[src/rtl/synth_top.sv]
// SPI-programmed wavetable synth: saw/square/triangle/silence oscillator with volume,
// streamed to an I2S DAC (left-justified, same sample in both slots).
module synth_top #(
  parameter int unsigned SAMPLE_WIDTH = 24,
  parameter int unsigned BCLK_DIV     = 16
) (
  input  logic       MASTER_CLK,
  input  logic       reset,
  input  logic       spi_clk,
  input  logic       spi_cs,
  input  logic       spi_mosi,
  output logic       spi_miso,
  output logic [7:0] gpio,
  output logic       dac_sys_clk,
  output logic       dac_bit_clk,
  output logic       dac_lr_clk,
  output logic       dac_data
);

  localparam int unsigned DivW = (BCLK_DIV > 1) ? $clog2(BCLK_DIV) : 1;
  localparam int unsigned PosW = $clog2(2 * SAMPLE_WIDTH);
  localparam logic [PosW-1:0] SlotLen = PosW'(SAMPLE_WIDTH);
  localparam logic [PosW-1:0] LastPos = PosW'(2 * SAMPLE_WIDTH - 1);
  localparam logic [DivW-1:0] DivLast = DivW'(BCLK_DIV - 1);
  localparam logic [31:0] FreqReset = 32'd29026936;

  // SPI input synchronizers; sck keeps a third stage for edge detection
  logic [2:0] sck_sync_q;
  logic [1:0] cs_sync_q;
  logic [1:0] mosi_sync_q;

  always_ff @(posedge MASTER_CLK) begin
    if (reset) begin
      sck_sync_q  <= '0;
      cs_sync_q   <= '1;
      mosi_sync_q <= '0;
    end else begin
      sck_sync_q  <= {sck_sync_q[1:0], spi_clk};
      cs_sync_q   <= {cs_sync_q[0], spi_cs};
      mosi_sync_q <= {mosi_sync_q[0], spi_mosi};
    end
  end

  logic        sck_rise;
  logic [38:0] spi_shift_q;
  logic [5:0]  spi_cnt_q;
  logic [39:0] spi_word;
  logic [31:0] freq_q;
  logic [1:0]  shape_q;
  logic [7:0]  volume_q;
  logic        wr_toggle_q;

  assign sck_rise = sck_sync_q[1] & ~sck_sync_q[2];
  assign spi_word = {spi_shift_q, mosi_sync_q[1]};

  always_ff @(posedge MASTER_CLK) begin
    if (reset) begin
      spi_shift_q <= '0;
      spi_cnt_q   <= '0;
      freq_q      <= FreqReset;
      shape_q     <= 2'd0;
      volume_q    <= 8'd255;
      wr_toggle_q <= 1'b0;
    end else if (cs_sync_q[1]) begin
      spi_cnt_q <= '0;
    end else if (sck_rise) begin
      spi_shift_q <= spi_word[38:0];
      if (spi_cnt_q == 6'd39) begin
        spi_cnt_q <= '0;
        case (spi_word[39:32])
          8'h00:   freq_q   <= spi_word[31:0];
          8'h01:   shape_q  <= spi_word[1:0];
          8'h02:   volume_q <= spi_word[7:0];
          default: ;
        endcase
        if (spi_word[39:32] <= 8'h02) wr_toggle_q <= ~wr_toggle_q;
      end else begin
        spi_cnt_q <= spi_cnt_q + 6'd1;
      end
    end
  end

  assign spi_miso = 1'b0;
  assign gpio     = {5'b0, shape_q, wr_toggle_q};

  // Oscillator: waveform derived from the phase accumulator, then volume scaled
  logic        [31:0]             phase_q;
  logic        [23:0]             w;
  logic        [22:0]             tri_t;
  logic signed [23:0]             wave;
  logic signed [32:0]             prod;
  logic signed [32:0]             scaled;
  logic        [SAMPLE_WIDTH-1:0] sample_next;

  assign w     = phase_q[31:8];
  assign tri_t = phase_q[31] ? ~w[22:0] : w[22:0];

  always_comb begin
    wave = '0;
    case (shape_q)
      2'd0:    wave = {~w[23], w[22:0]};
      2'd1:    wave = phase_q[31] ? 24'sh800001 : 24'sh7fffff;
      2'd2:    wave = {~tri_t[22], tri_t[21:0], 1'b0};
      default: wave = '0;
    endcase
  end

  assign prod        = wave * $signed({1'b0, volume_q});
  assign scaled      = prod >>> 8;
  assign sample_next = SAMPLE_WIDTH'(scaled);

  // I2S timing: frames start on a bit-clock falling edge, the first one right after reset
  logic [1:0]              sys_div_q;
  logic [DivW-1:0]         bclk_cnt_q;
  logic                    bclk_q;
  logic                    bclk_tick;
  logic                    bclk_fall;
  logic                    started_q;
  logic [PosW-1:0]         pos_q;
  logic [PosW-1:0]         pos_next;
  logic                    lr_q;
  logic                    data_q;
  logic [SAMPLE_WIDTH-1:0] sample_q;
  logic [SAMPLE_WIDTH-1:0] shift_q;

  assign bclk_tick = (bclk_cnt_q == DivLast);
  assign bclk_fall = bclk_tick & bclk_q;
  assign pos_next  = (!started_q || pos_q == LastPos) ? '0 : pos_q + PosW'(1);

  always_ff @(posedge MASTER_CLK) begin
    if (reset) begin
      sys_div_q  <= '0;
      bclk_cnt_q <= '0;
      bclk_q     <= 1'b0;
      started_q  <= 1'b0;
      pos_q      <= '0;
      lr_q       <= 1'b0;
      data_q     <= 1'b0;
      sample_q   <= '0;
      shift_q    <= '0;
      phase_q    <= '0;
    end else begin
      sys_div_q <= sys_div_q + 2'd1;
      if (bclk_tick) begin
        bclk_cnt_q <= '0;
        bclk_q     <= ~bclk_q;
      end else begin
        bclk_cnt_q <= bclk_cnt_q + DivW'(1);
      end
      if (bclk_fall) begin
        started_q <= 1'b1;
        pos_q     <= pos_next;
        if (pos_next == '0) begin
          sample_q <= sample_next;
          shift_q  <= sample_next << 1;
          data_q   <= sample_next[SAMPLE_WIDTH-1];
          lr_q     <= 1'b1;
          phase_q  <= phase_q + freq_q;
        end else if (pos_next == SlotLen) begin
          shift_q <= sample_q << 1;
          data_q  <= sample_q[SAMPLE_WIDTH-1];
          lr_q    <= 1'b0;
        end else begin
          shift_q <= shift_q << 1;
          data_q  <= shift_q[SAMPLE_WIDTH-1];
        end
      end
    end
  end

  assign dac_sys_clk = sys_div_q[1];
  assign dac_bit_clk = bclk_q;
  assign dac_lr_clk  = lr_q;
  assign dac_data    = data_q;

endmodule

[config.mk]
export PLATFORM = sky130hd
export DESIGN_NAME = synth_top
export DESIGN_NICKNAME = d
export VERILOG_FILES = /design/src/rtl/synth_top.sv
export SDC_FILE = /design/constraint.sdc
export NUM_CORES = 1
export LEC_CHECK = 0
export ABC_AREA = 1
export CAP_MARGIN = 5
export CORE_ASPECT_RATIO = 2
export CORE_MARGIN = 1
export CORE_UTILIZATION = 50
export CTS_BUF_LIST = sky130_fd_sc_hd__clkbuf_4 sky130_fd_sc_hd__clkbuf_8 sky130_fd_sc_hd__clkbuf_16
export DETAILED_ROUTE_END_ITERATION = 8
export PLACE_DENSITY = 0.76
export SYNTH_ARGS = -nofsm -noshare
export SYNTH_HDL_FRONTEND = slang
export SYNTH_SLANG_ARGS = --single-unit
[constraint.sdc]
create_clock -name MASTER_CLK -period 5.3 [get_ports MASTER_CLK]
set_clock_uncertainty 0.15 [all_clocks]
set_input_delay 1.325 -clock MASTER_CLK [delete_from_list [all_inputs] [get_ports MASTER_CLK]]
set_output_delay 1.325 -clock MASTER_CLK [all_outputs]
set_load 0.02 [all_outputs]
Yosys cells after proc, flatten, opt, wreduce, memory -nomap -nowiden. Index checks and enable logic that the tools add are counted.

Flip-flop bits (word level): 191. Input port bits: 5. Logic and storage cells: 69.

Add/sub/neg operators: 5. $mul: 1. $lt $le $gt $ge: 1. Equality and inequality tests: 8. Muxes and demuxes: 11. Bitwise gates (word level): 9. Reductions and logical operators: 15.

Operator list (count): 2-to-1 mux 24 bit (3); case mux 24 bit (3 select lines) (1); adder 32 bit (1); multiplier 24 x 9 -> 32 bit (1); 2-to-1 mux 23 bit (1); NOT 23 bit (1); AND reduction 4 bit (4); adder 6 x 1 -> 6 bit (second input constant) (2); equality test 6 bit (second input constant) (2); 2-to-1 mux 6 bit (2); equality test 8 x 1 -> 1 bit (second input constant) (1); equality test 8 x 2 -> 1 bit (second input constant) (1); <= comparator 8 x 2 -> 1 bit (second input constant) (1); zero test 8 bit (1); equality test 6 x 5 -> 1 bit (second input constant) (1); zero test 6 bit (1); NOT 1 bit (6); AND reduction 2 bit (3); adder 4 x 1 -> 4 bit (second input constant) (1); equality test 4 bit (second input constant) (1); 2-to-1 mux 1 bit (4); OR reduction 2 bit (2); adder 2 x 1 -> 2 bit (second input constant) (1); AND 1 bit (2); 6 further kinds (6).

Longest topological paths before layout. Gate-level depths: netlist of the first run.

Depth in word-level cells: 6. Depth in mapped cells: 32.

Worst setup path before layout of the first run. No wires, ideal clock.

Path type: flip-flop to flip-flop. Start: register shape_q[1]. End: register data_q, in the netlist dac_data. Library setup time: 132 ps. Arrival time: 4914 ps. Data required time: 5018 ps. Setup slack: 104 ps. Stages on the path, launching flop included: 25. Buffers on the path: 1. Path through: dfxtp_1 -> inv_1 -> nor2_1 -> clkbuf_1 -> nand3_1 -> nand2_1 -> nor2_1 -> inv_1 -> nand2_1 -> fa_1 -> inv_1 -> fa_1 -> fa_1 -> inv_1 -> fa_1 -> inv_1 -> ha_1 -> a21oi_1 -> o21ai_0 -> a21oi_1 -> o21ai_0 -> a21oi_1 -> nand3_1 -> nand3_2 -> a21oi_1.

Word-level cells in the longest chain between the ends: 4. Elaborated cells on any way between the ends: 6.

RTL lines: start: declaration (RTL line 49) `logic [1:0] shape_q;`; start signal: assignment (RTL line 72) `8'h01: shape_q <= spi_word[1:0];`; equality test 2 bit (tied with other cells) (RTL line 100) `case (shape_q)`; case mux 24 bit (3 select lines) * (RTL line 100); multiplier 24 x 9 -> 32 bit * (RTL line 108) `assign prod = wave * $signed({1'b0, volume_q});`; 2-to-1 mux 1 bit * (RTL line 153) `if (pos_next == '0) begin`; end signal: assignment (RTL line 156) `data_q <= sample_next[SAMPLE_WIDTH-1];`; end signal: assignment (RTL line 161) `data_q <= sample_q[SAMPLE_WIDTH-1];`; end signal: assignment (RTL line 165) `data_q <= shift_q[SAMPLE_WIDTH-1];`; end: declaration (RTL line 122) `logic data_q;`.

Mark *: on every way between the ends. The rest lies on a longest branch, timed or not. A chain may end at the register's enable or synchronous reset.

Final worst setup path of the first run.
Start: register shape_q[1]. End: register shift_q[21].

Word-level cells in the longest chain between the ends: 4. Elaborated cells on any way between the ends: 6.

RTL lines: equality test 2 bit (tied with other cells) (RTL line 100); case mux 24 bit (3 select lines) * (RTL line 100); multiplier 24 x 9 -> 32 bit * (RTL line 108); 2-to-1 mux 24 bit * (RTL line 153); end signal: assignment (RTL line 155) `shift_q <= sample_next << 1;`; end signal: assignment (RTL line 160) `shift_q <= sample_q << 1;`; end signal: assignment (RTL line 164) `shift_q <= shift_q << 1;`; end: declaration (RTL line 124) `logic [SAMPLE_WIDTH-1:0] shift_q;`.

Marks and branches as above.

==> results of run 1 <==
-- cells in the mapped netlist (13+ instances only) --
library cell  instances
nand2_1             465
inv_1               408
nor2_1              295
dfxtp_1             190
a21oi_1             182
fa_1                148
o21ai_0             132
nand3_1              96
ha_1                 93
clkbuf_1             59
o211ai_1             27
nor3_1               26
nand3b_1             23
xnor2_1              23
buf_4                15
buf_2                13
-- final cells by class --
| cell class | instances | area share, % |
|---|---|---|
| sequential | 190 | 19.39 |
| clock buffer | 17 | 2.163 |
| timing repair inverter | 1 | 0.03818 |
| multi-input combinational | 1637 | 58.84 |
| timing repair buffer | 201 | 8.024 |
| inverter | 417 | 7.985 |
| clock inverter | 15 | 0.8463 |
| tap | 427 | 2.717 |
-- flip-flops by register name, indices dropped and copies added (netlist names) --
signal / flops
bclk_cnt_q: 4
cs_sync_q: 2
dac_bit_clk: 1
dac_data: 1
dac_lr_clk: 1
freq_q: 32
mosi_sync_q: 2
phase_q: 32
pos_q: 6
sample_q: 24
sck_sync_q: 3
shape_q: 2
shift_q: 23
spi_cnt_q: 6
spi_shift_q: 39
started_q: 1
sys_div_q: 2
volume_q: 8
wr_toggle_q: 1
-- worst max path at each step --
| stage | startpoint | to | depth (start not counted) |
|---|---|---|---|
| 4_1_cts | shape_q[1] | sample_q[23] | 25 |
| 2_1_floorplan | shape_q[1] | dac_data | 24 |
| 5_1_grt | shape_q[1] | shift_q[7] | 27 |
| 3_3_place_gp | shape_q[0] | shift_q[21] | 25 |
| 3_5_place_dp | shape_q[0] | shift_q[21] | 25 |
| 6_report | shape_q[1] | shift_q[21] | 27 |
-- what timing repair did --
item,CTS,global route
resized for setup,28,226
pin swaps,2,61
buffers inserted,2,12
cloned,1,1
endpoints found under the setup margin,37,48
-- stage by stage --
step | cells | worst slack (ns) | setup TNS (ns) | hold WS, ns | util [%]
after floorplan | 2336 | 0.1039 | 0 | 0.2383 | -
after global placement | 2857 | -0.1244 | -1.532 | 0.2389 | 55.68
after detailed placement | 2857 | -0.2390 | -4.008 | 0.2528 | 55.68
after CTS | 2892 | -0.01182 | -0.02981 | 0.2678 | 57.77
after global routing | 2905 | -0.2239 | -4.325 | 0.2915 | 60.79
final | 2905 | 0.01596 | 0 | 0.2662 | 60.79
-- kinds of logic (layout without fill, tap and decap cells) --
logic type,Yosys count,in the layout
AND/OR/NAND/NOR,948,948
flip-flops,190,190
other,1,6
adder cells (fa/ha/maj),241,241
XOR/XNOR,34,34
buffers and inverters,509,651
AO/OA/AOI/OAI,408,408
-- routing by layer --
| layer | global-route usage, % | up-vias | share of wire [%] |
|---|---|---|---|
| met5 | 0 | - | 0 |
| met4 | 28.29 | 0 | 11 |
| met2 | 56.97 | 371 | 54 |
| met1 | 26.40 | 7420 | 33 |
| met3 | 3.737 | 231 | 2.6 |
| li1 | - | 7565 | - |
-- tightest hold or removal path, stage by stage (launching register included) --
cell	delay, ns
dfxtp_1	0.31
inv_1	0.04
nor2_1	0.03
-- power by group through the flow --
stage / logic, µW / registers (µW) / clock network (µW)
CTS: 55.4 / 1440 / 1320
floorplan: 41.9 / 1470 / 0
global route: 62.3 / 1440 / 1370
detailed placement: 55.4 / 1470 / 0
finish: 56.0 / 1440 / 1300
global placement: 54.0 / 1470 / 0
==> results.sh, run 1 <==
export IMPL_regArea_mm2=0.003812
export IMPL_cts_hold_buf=0
export IMPL_die_height_um=258.6
export IMPL_r2r_end="shift_q[21]"
export IMPL_holdPathEnd="mosi_sync_q[1]"
export IMPL_timing_fmax_mhz=189.2
export IMPL_grt_first_pass_wirelength_mm=77.00
export IMPL_routed_via_density=5.366
export IMPL_start_util_pct=50.89
export IMPL_synthCells=2331
export IMPL_wire_per_inst_um=17.13
export IMPL_min_from="mosi_sync_q[0]"
export IMPL_tightest_slew_ns=1.143
export IMPL_finalSetupViolCount=0
export IMPL_clockBufferDepth=2
export IMPL_p_int_uw=2085
export IMPL_status="finished clean"
export IMPL_numPortBuffers=11
export IMPL_critPathCaptureType="flip-flop"
export IMPL_fin_nets=2711
export IMPL_critPathMaxStageDelay_ns=0.57
export IMPL_critical_path_max_fanout=7
export IMPL_worstReg2RegStart="shape_q[1]"
export IMPL_drv_cap=0
export IMPL_worst_setup_path_start_kind="flip-flop"
export IMPL_drt_wl_total_mm=49.77
export IMPL_ys_types=47
export IMPL_drt_pass1_iterations=5
export IMPL_yosys_area_share_simple_pct=24.08
export IMPL_dpl_instance_area_mm2=0.01801
export IMPL_ys_async_sr_fraction_pct=0
export IMPL_cts_root_buf="clkbuf_16"
export IMPL_synth_main_ff_cell="dfxtp_1"
export IMPL_crit_required_ns=5.54
export IMPL_dieArea_mm2=0.03370
export IMPL_postSynthAreaPerCell_um2=7.062
export IMPL_synth_edf_count=0
export IMPL_rsz0062_at_grt="true"
export IMPL_power_share_sequential_pct=51.5
export IMPL_cts_made_buffers=17
export IMPL_ir_worst_vdd_mv=0.2670
export IMPL_fp_coreArea_mm2=0.03235
export IMPL_dp_hpwl_mm=39.04
export IMPL_most_common_layout_cells="nand2_1 (430), inv_1 (382), nor2_1 (258), dfxtp_1 (187), buf_4 (180)"
export IMPL_power_share_switching_pct=25.38
export IMPL_fin_crit_ns=5.284
export IMPL_die_w_um=130.3
export IMPL_gp_congestion=1.023
export IMPL_final_max_slew_viol_count=0
export IMPL_synth_adder_area_share_pct=25.07
export IMPL_combPwrFrac_pct=2.0
export IMPL_multi_input_area_mm2=0.01157
export IMPL_rrSetupSlack_ns=0.02
export IMPL_synth_area_mux_share_pct=0
export IMPL_route_vias_total=15590
export IMPL_final_common_cell="nand2_1"
export IMPL_netlist_top_cells_area="dfxtp_1 (23%), fa_1 (18%), nand2_1 (11%)"
export IMPL_yosys_area_top_type="dfxtp_1"
export IMPL_cpLargestDelayFamily="adder cells"
export IMPL_ios=18
export IMPL_drt_drc_violations_left=0
export IMPL_rows=93
export IMPL_arrival_ns=5.52
export IMPL_antenna_found_initial=0
export IMPL_switching_power_uw=709.4
export IMPL_cp_num_buf_inv=10
export IMPL_netlist_area_leader_share_pct=23.11
export IMPL_area_delta_synth_final_pct=19.46
export IMPL_timing_final_crit_share_pct=99.70
export IMPL_path_class="flip-flop to flip-flop"
export IMPL_slew_headroom_pct=23.73
export IMPL_cts_max_level=4
export IMPL_r2r_cells=27
export IMPL_clkPwrFrac_pct=46.5
export IMPL_whs_path_depth=2
export IMPL_slowest_stage="fa_1"
export IMPL_finalPower_uw=2795
export IMPL_grt_pass1_vias=15760
export IMPL_cts_tree="done"
export IMPL_synth_top_family_by_area="adder cells"
export IMPL_clock_latency_ns=0.47
export IMPL_grt_max_degree=66
export IMPL_antenna_left=0
export IMPL_fin_area_mm2=0.01966
export IMPL_netlist_area_mm2=0.01646
export IMPL_drtIter0Drc=722
export IMPL_antenna_diode_count=0
export IMPL_synth_compound_area_share_pct=13.68
export IMPL_drive_gt1_share_pct=18.32
export IMPL_yosys_register_bits=190
export IMPL_p_per_area_mw_per_mm2=142.1
export IMPL_fill_cells=2881
export IMPL_hold_path_class="flip-flop to flip-flop"
export IMPL_hold_violations=0
export IMPL_clock_sinks=190
export IMPL_leakage_uw=0.009834
export IMPL_yosysWarnings=0
export IMPL_synthXorXnorAreaFrac_pct=1.809
export IMPL_path_clk_slew_ns=0.08
export IMPL_grt_overflow_total=0
export IMPL_grt_util_all_layers_pct=30.13
export IMPL_seq_area_frac_synth_pct=23.11
(Power assumes the default switching activity.)
==> run 2: changes to the inputs <==
--- a/config.mk
+++ b/config.mk
@@ -7,7 +7,7 @@
 export LEC_CHECK = 0
 export ABC_AREA = 1
 export CAP_MARGIN = 5
-export CORE_ASPECT_RATIO = 2
+export CORE_ASPECT_RATIO = 1.75
 export CORE_MARGIN = 1
 export CORE_UTILIZATION = 50
 export CTS_BUF_LIST = sky130_fd_sc_hd__clkbuf_4 sky130_fd_sc_hd__clkbuf_8 sky130_fd_sc_hd__clkbuf_16
==> results.sh, run 2 (same netlist as run 1, synthesis figures left out) <==
export IMPL_leakage_uw=0.009735
export IMPL_hold_ws_ns=0.2543
export IMPL_routed_via_density=5.388
export IMPL_fin_nets=2681
export IMPL_tightest_slew_ns=1.088
export IMPL_clock_sinks=190
export IMPL_p_int_uw=2139
export IMPL_timing_final_crit_share_pct=98.69
export IMPL_cts_max_level=4
export IMPL_wl_met1_mm=16.63
export IMPL_power_share_sequential_pct=50.2
export IMPL_wire_per_inst_um=17.29
export IMPL_dp_hpwl_mm=38.08
export IMPL_fin_area_mm2=0.01938
export IMPL_grt_max_degree=117
export IMPL_path_clk_slew_ns=0.08
export IMPL_fin_crit_ns=5.231
export IMPL_timing_fmax_mhz=191.2
export IMPL_drv_cap=0
export IMPL_antenna_left=0
export IMPL_crit_start="shape_q[1]"
export IMPL_route_vias_total=15350
export IMPL_hold_violations=0
export IMPL_drtIter0Drc=718
export IMPL_cp_endpoint="shift_q[18]"
export IMPL_drt_wl_total_mm=49.23
export IMPL_die_w_um=139.2
export IMPL_final_common_cell="nand2_1"
export IMPL_rrSetupSlack_ns=0.07
export IMPL_largest_register_ffs=39
export IMPL_r2r_end="shift_q[18]"
export IMPL_clockBufferDepth=2
export IMPL_setup_tns_ns=0
export IMPL_numPortBuffers=11
export IMPL_worst_setup_path_start_kind="flip-flop"
export IMPL_cts_root_buf="clkbuf_16"
export IMPL_hold_path_class="flip-flop to flip-flop"
export IMPL_drt_pass1_iterations=7
export IMPL_area_delta_synth_final_pct=17.76
export IMPL_fp_coreArea_mm2=0.03233
export IMPL_grt_util_all_layers_pct=29.76
export IMPL_path_class="flip-flop to flip-flop"
export IMPL_rsz0062_at_grt="true"
export IMPL_start_util_pct=50.92
export IMPL_antenna_diode_count=0
export IMPL_dieArea_mm2=0.03368
export IMPL_top_layer_used="met4"
export IMPL_clkPwrFrac_pct=47.9
export IMPL_dpl_instance_area_mm2=0.01786
export IMPL_final_max_slew_viol_count=0
export IMPL_die_height_um=242.0
export IMPL_rows=87
export IMPL_r2r_cells=27
export IMPL_grt_pass1_vias=15830
export IMPL_grt_first_pass_wirelength_mm=78.16
export IMPL_reg_top3="spi_shift_q x39, freq_q x32, phase_q x32"
export IMPL_slew_headroom_pct=27.25
export IMPL_clock_latency_ns=0.48
export IMPL_worstReg2RegStart="shape_q[1]"
export IMPL_power_share_switching_pct=25.35
export IMPL_cts_made_buffers=17
export IMPL_switching_power_uw=726.4
export IMPL_status="finished, violations left"
export IMPL_combPwrFrac_pct=1.9
export IMPL_fill_cells=2883
export IMPL_ios=18
export IMPL_most_common_layout_cells="nand2_1 (437), inv_1 (390), nor2_1 (255), dfxtp_1 (187), a21oi_1 (156)"
export IMPL_antenna_found_initial=0
export IMPL_arrival_ns=5.48
export IMPL_failed_checks="DRC"
export IMPL_ir_worst_vdd_mv=0.2408
export IMPL_route_met2_wl_mm=26.91
export IMPL_critPathCaptureType="flip-flop"
export IMPL_crit_required_ns=5.55
export IMPL_gp_congestion=0.9866
export IMPL_wl_met3_mm=1.549
export IMPL_cts_tree="done"
export IMPL_drive_gt1_share_pct=16.42
export IMPL_critical_path_max_fanout=5
export IMPL_grt_overflow_total=0
export IMPL_regMostFlops="spi_shift_q"
export IMPL_drt_drc_violations_left=2
export IMPL_p_per_area_mw_per_mm2=147.8
export IMPL_finalSetupViolCount=0
[run 2: cell type report]
type / count / area (µm²) / share of cell area [%]
Tap cell: 400 / 500.5 / 2.582
Timing Repair Buffer: 172 / 1429 / 7.371
Multi-Input combinational cell: 1637 / 11460 / 59.12
Sequential cell: 190 / 3812 / 19.67
Clock buffer: 19 / 440.4 / 2.272
Clock inverter: 13 / 173.9 / 0.8972
Inverter: 417 / 1568 / 8.088
[run 2: per-stage QoR]
step                setup slack, ns  std cells  utilization, %  power (µW)
finish                      0.06930       2848           59.96        2865
global route                -0.1700       2848           59.96        2936
CTS                        0.005097       2838           57.57        2883
detailed placement          -0.1317       2803           55.25        1528
global placement           -0.01276       2803           55.25        1526
floorplan                    0.1039       2336               -        1516
[run 2: worst max-delay path, stage by stage (launching register included)]
cell and delay (ns):
dfxtp_4 0.37, inv_4 0.05, nor2_4 0.12, buf_6 0.15, buf_4 0.12, nand3_1 0.06
nand2_1 0.06, nor2_1 0.05, inv_1 0.11, nand2_1 0.09, fa_1 0.54, inv_1 0.05
fa_1 0.48, fa_1 0.54, inv_1 0.05, fa_1 0.47, inv_1 0.04, ha_1 0.32
nand2_1 0.12, nor2_2 0.15, inv_1 0.07, buf_4 0.14, o21ai_0 0.24, a31oi_1 0.10
buf_4 0.16, nand3_2 0.07, nand3_2 0.11, a21oi_1 0.19
[run 2: worst min path at each step]
stage | cells past startpoint | to | startpoint
2_1_floorplan | 2 | mosi_sync_q[1] | mosi_sync_q[0]
3_3_place_gp | 1 | cs_sync_q[1] | cs_sync_q[0]
3_5_place_dp | 2 | mosi_sync_q[1] | mosi_sync_q[0]
4_1_cts | 2 | mosi_sync_q[1] | mosi_sync_q[0]
5_1_grt | 2 | mosi_sync_q[1] | mosi_sync_q[0]
6_report | 2 | mosi_sync_q[1] | mosi_sync_q[0]
[run 2: what timing repair did]
| item | in CTS | in global routing |
|---|---|---|
| pin swaps | 4 | 42 |
| cloned | 1 | 1 |
| gates resized for setup | 32 | 177 |
| endpoints found under the setup margin | 38 | 48 |
| hold buffers | 0 | 0 |
| buffers inserted | 2 | 9 |
[run 2: layer usage]
metal | GRT usage (%) | up-vias
met4 | 24.38 | 0
met1 | 27.45 | 7280
li1 | - | 7500
met2 | 57.26 | 371
met5 | 0 | -
met3 | 4.032 | 195
[run 2: power groups by stage]
stage               Sequential, µW  Combinational [µW]  Clock [µW]
detailed placement            1470                54.2           0
finish                        1440                54.8        1370
floorplan                     1470                41.9           0
global placement              1470                52.8           0
global route                  1440                60.1        1440
CTS                           1440                54.2        1390
==> run 3: changes to the inputs <==
--- a/config.mk
+++ b/config.mk
@@ -8,7 +8,7 @@
 export ABC_AREA = 1
 export CAP_MARGIN = 5
 export CORE_ASPECT_RATIO = 1.75
-export CORE_MARGIN = 1
+export CORE_MARGIN = 2
 export CORE_UTILIZATION = 50
 export CTS_BUF_LIST = sky130_fd_sc_hd__clkbuf_4 sky130_fd_sc_hd__clkbuf_8 sky130_fd_sc_hd__clkbuf_16
 export DETAILED_ROUTE_END_ITERATION = 8
==> results.sh, run 3 (same netlist as run 1, synthesis figures left out) <==
export IMPL_die_w_um=141.2
export IMPL_dpl_instance_area_mm2=0.01796
export IMPL_grt_overflow_total=0
export IMPL_hold_ws_ns=0.2559
export IMPL_crit_required_ns=5.52
export IMPL_dieArea_mm2=0.03445
export IMPL_critPathMaxStageDelay_ns=0.55
export IMPL_rsz0062_at_grt="true"
export IMPL_status="finished clean"
export IMPL_hold_path_class="flip-flop to flip-flop"
export IMPL_drt_wl_total_mm=49.96
export IMPL_slowest_stage="fa_1"
export IMPL_critical_path_max_fanout=8
export IMPL_fin_area_mm2=0.01970
export IMPL_reg_top3="spi_shift_q x39, freq_q x32, phase_q x32"
export IMPL_hold_violations=0
export IMPL_drtIter0Drc=810
export IMPL_critPathCaptureType="flip-flop"
export IMPL_clock_sinks=190
export IMPL_clkPwrFrac_pct=46.1
export IMPL_slew_headroom_pct=26.23
export IMPL_cts_max_level=4
export IMPL_cts_tree="done"
export IMPL_start_util_pct=50.92
export IMPL_path_class="flip-flop to flip-flop"
export IMPL_clock_latency_ns=0.46
export IMPL_regMostFlops="spi_shift_q"
export IMPL_drive_gt1_share_pct=19.39
export IMPL_routed_via_density=5.482
export IMPL_drt_drc_violations_left=0
export IMPL_dp_hpwl_mm=38.29
export IMPL_route_vias_total=15680
export IMPL_grt_pass1_vias=15800
export IMPL_power_share_switching_pct=25.02
export IMPL_drt_pass1_iterations=7
export IMPL_p_int_uw=2080
export IMPL_cts_hold_buf=0
export IMPL_pre_cts_ws_ns=-0.2490
export IMPL_leakage_uw=0.009830
export IMPL_antenna_left=0
export IMPL_grt_max_degree=82
export IMPL_numPortBuffers=11
export IMPL_worst_slack_ns=0.02613
export IMPL_cpLargestDelayFamily="adder cells"
export IMPL_rows=87
export IMPL_clockBufferDepth=2
export IMPL_tightest_slew_ns=1.105
export IMPL_p_per_area_mw_per_mm2=140.8
export IMPL_finalSetupViolCount=0
export IMPL_antenna_diode_count=0
export IMPL_ir_worst_vdd_mv=0.2631
export IMPL_timing_fmax_mhz=189.6
export IMPL_fin_crit_ns=5.274
export IMPL_fp_coreArea_mm2=0.03233
export IMPL_antenna_found_initial=0
export IMPL_die_height_um=244.0
export IMPL_wire_per_inst_um=17.47
export IMPL_area_delta_synth_final_pct=19.65
export IMPL_grt_util_all_layers_pct=28.06
export IMPL_most_common_layout_cells="nand2_1 (407), inv_1 (381), nor2_1 (257), dfxtp_1 (187), buf_4 (162)"
export IMPL_path_clk_slew_ns=0.08
export IMPL_fin_nets=2694
export IMPL_largest_register_ffs=39
export IMPL_switching_power_uw=693.8
export IMPL_final_common_cell="nand2_1"
export IMPL_timing_final_crit_share_pct=99.51
export IMPL_grt_first_pass_wirelength_mm=76.11
export IMPL_cp_num_buf_inv=8
export IMPL_combPwrFrac_pct=2.0
export IMPL_arrival_ns=5.49
export IMPL_final_max_slew_viol_count=0
export IMPL_drv_cap=0
export IMPL_cts_root_buf="clkbuf_16"
export IMPL_power_share_sequential_pct=51.9
export IMPL_ios=18
export IMPL_cts_made_buffers=17
export IMPL_gp_congestion=0.9986
export IMPL_worst_setup_path_start_kind="flip-flop"
==> run 3: cell count changes in the layout (fill, tap and decap cells not counted), moves of 4 or more <==
cell	before	now
a21oi_1	156	147
o21ai_0	121	116
o21ai_2	6	10
nand3_2	13	18
inv_1	390	381
nor2_2	32	27
buf_4	149	162
nand2_1	437	407
inv_2	24	31
a21oi_2	31	37
nand2_2	32	59
nand3_1	92	87
==> run 3: repair_timing <==
| item | 4_1_cts | 5_1_grt |
|---|---|---|
| setup endpoints to repair | 39 | 48 |
| pin swaps | 2 | 101 |
| gates resized for setup | 24 | 266 |
| cloned | 0 | 1 |
| setup buffers | 0 | 10 |
==> run 3: power by group through the flow <==
stage	logic, µW	registers, µW	clock network (µW)
after floorplan	41.9	1470	0
after global placement	52.8	1470	0
after detailed placement	53.7	1470	0
after CTS	53.9	1440	1300
after global routing	61.1	1440	1350
final	55.0	1440	1280
==> run 3: routing by layer <==
metal	routed length, µm	global-route usage [%]	vias to the layer above
met5	0	0	-
met4	4868	23.35	0
met3	1624	3.270	243
met2	26880	54.45	471
met1	16580	25.18	7436
li1	-	-	7528
==> run 3: layout make-up <==
class | instances | area [µm²]
clock buffers | 18 | 432.9
clock inverters | 13 | 145.1
fillers | 2733 | 12630
inverters | 417 | 1573
multi-input cells | 1637 | 11710
flip-flops and latches | 190 | 3812
well taps | 400 | 500.5
repair buffers | 185 | 1518
==> run 3: path summary, 6_finish.rpt <==
check                                   start       endpoint  slack, ns  cells past startpoint
worst max-delay path               shape_q[1]   sample_q[19]       0.03                     31
worst min-delay path            sck_sync_q[0]  sck_sync_q[1]       0.26                      2
worst max register to register     shape_q[1]   sample_q[19]       0.03                     31
worst min register to register  sck_sync_q[0]  sck_sync_q[1]       0.26                      2
==> run 3: tightest hold or removal path, stage by stage, from the launching register on <==
cell     delay [ns]
dfxtp_1        0.30
inv_1          0.04
nor2_1         0.03
==> run 3: per-stage QoR <==
stage,util (%),cells,total power (µW),setup TNS (ns)
2_1_floorplan,-,2336,1516,0
3_3_place_gp,55.57,2820,1527,-1.725
3_5_place_dp,55.57,2820,1528,-4.992
4_1_cts,57.61,2851,2794,-0.002791
5_1_grt,60.92,2860,2854,-7.863
6_report,60.92,2860,2774,0
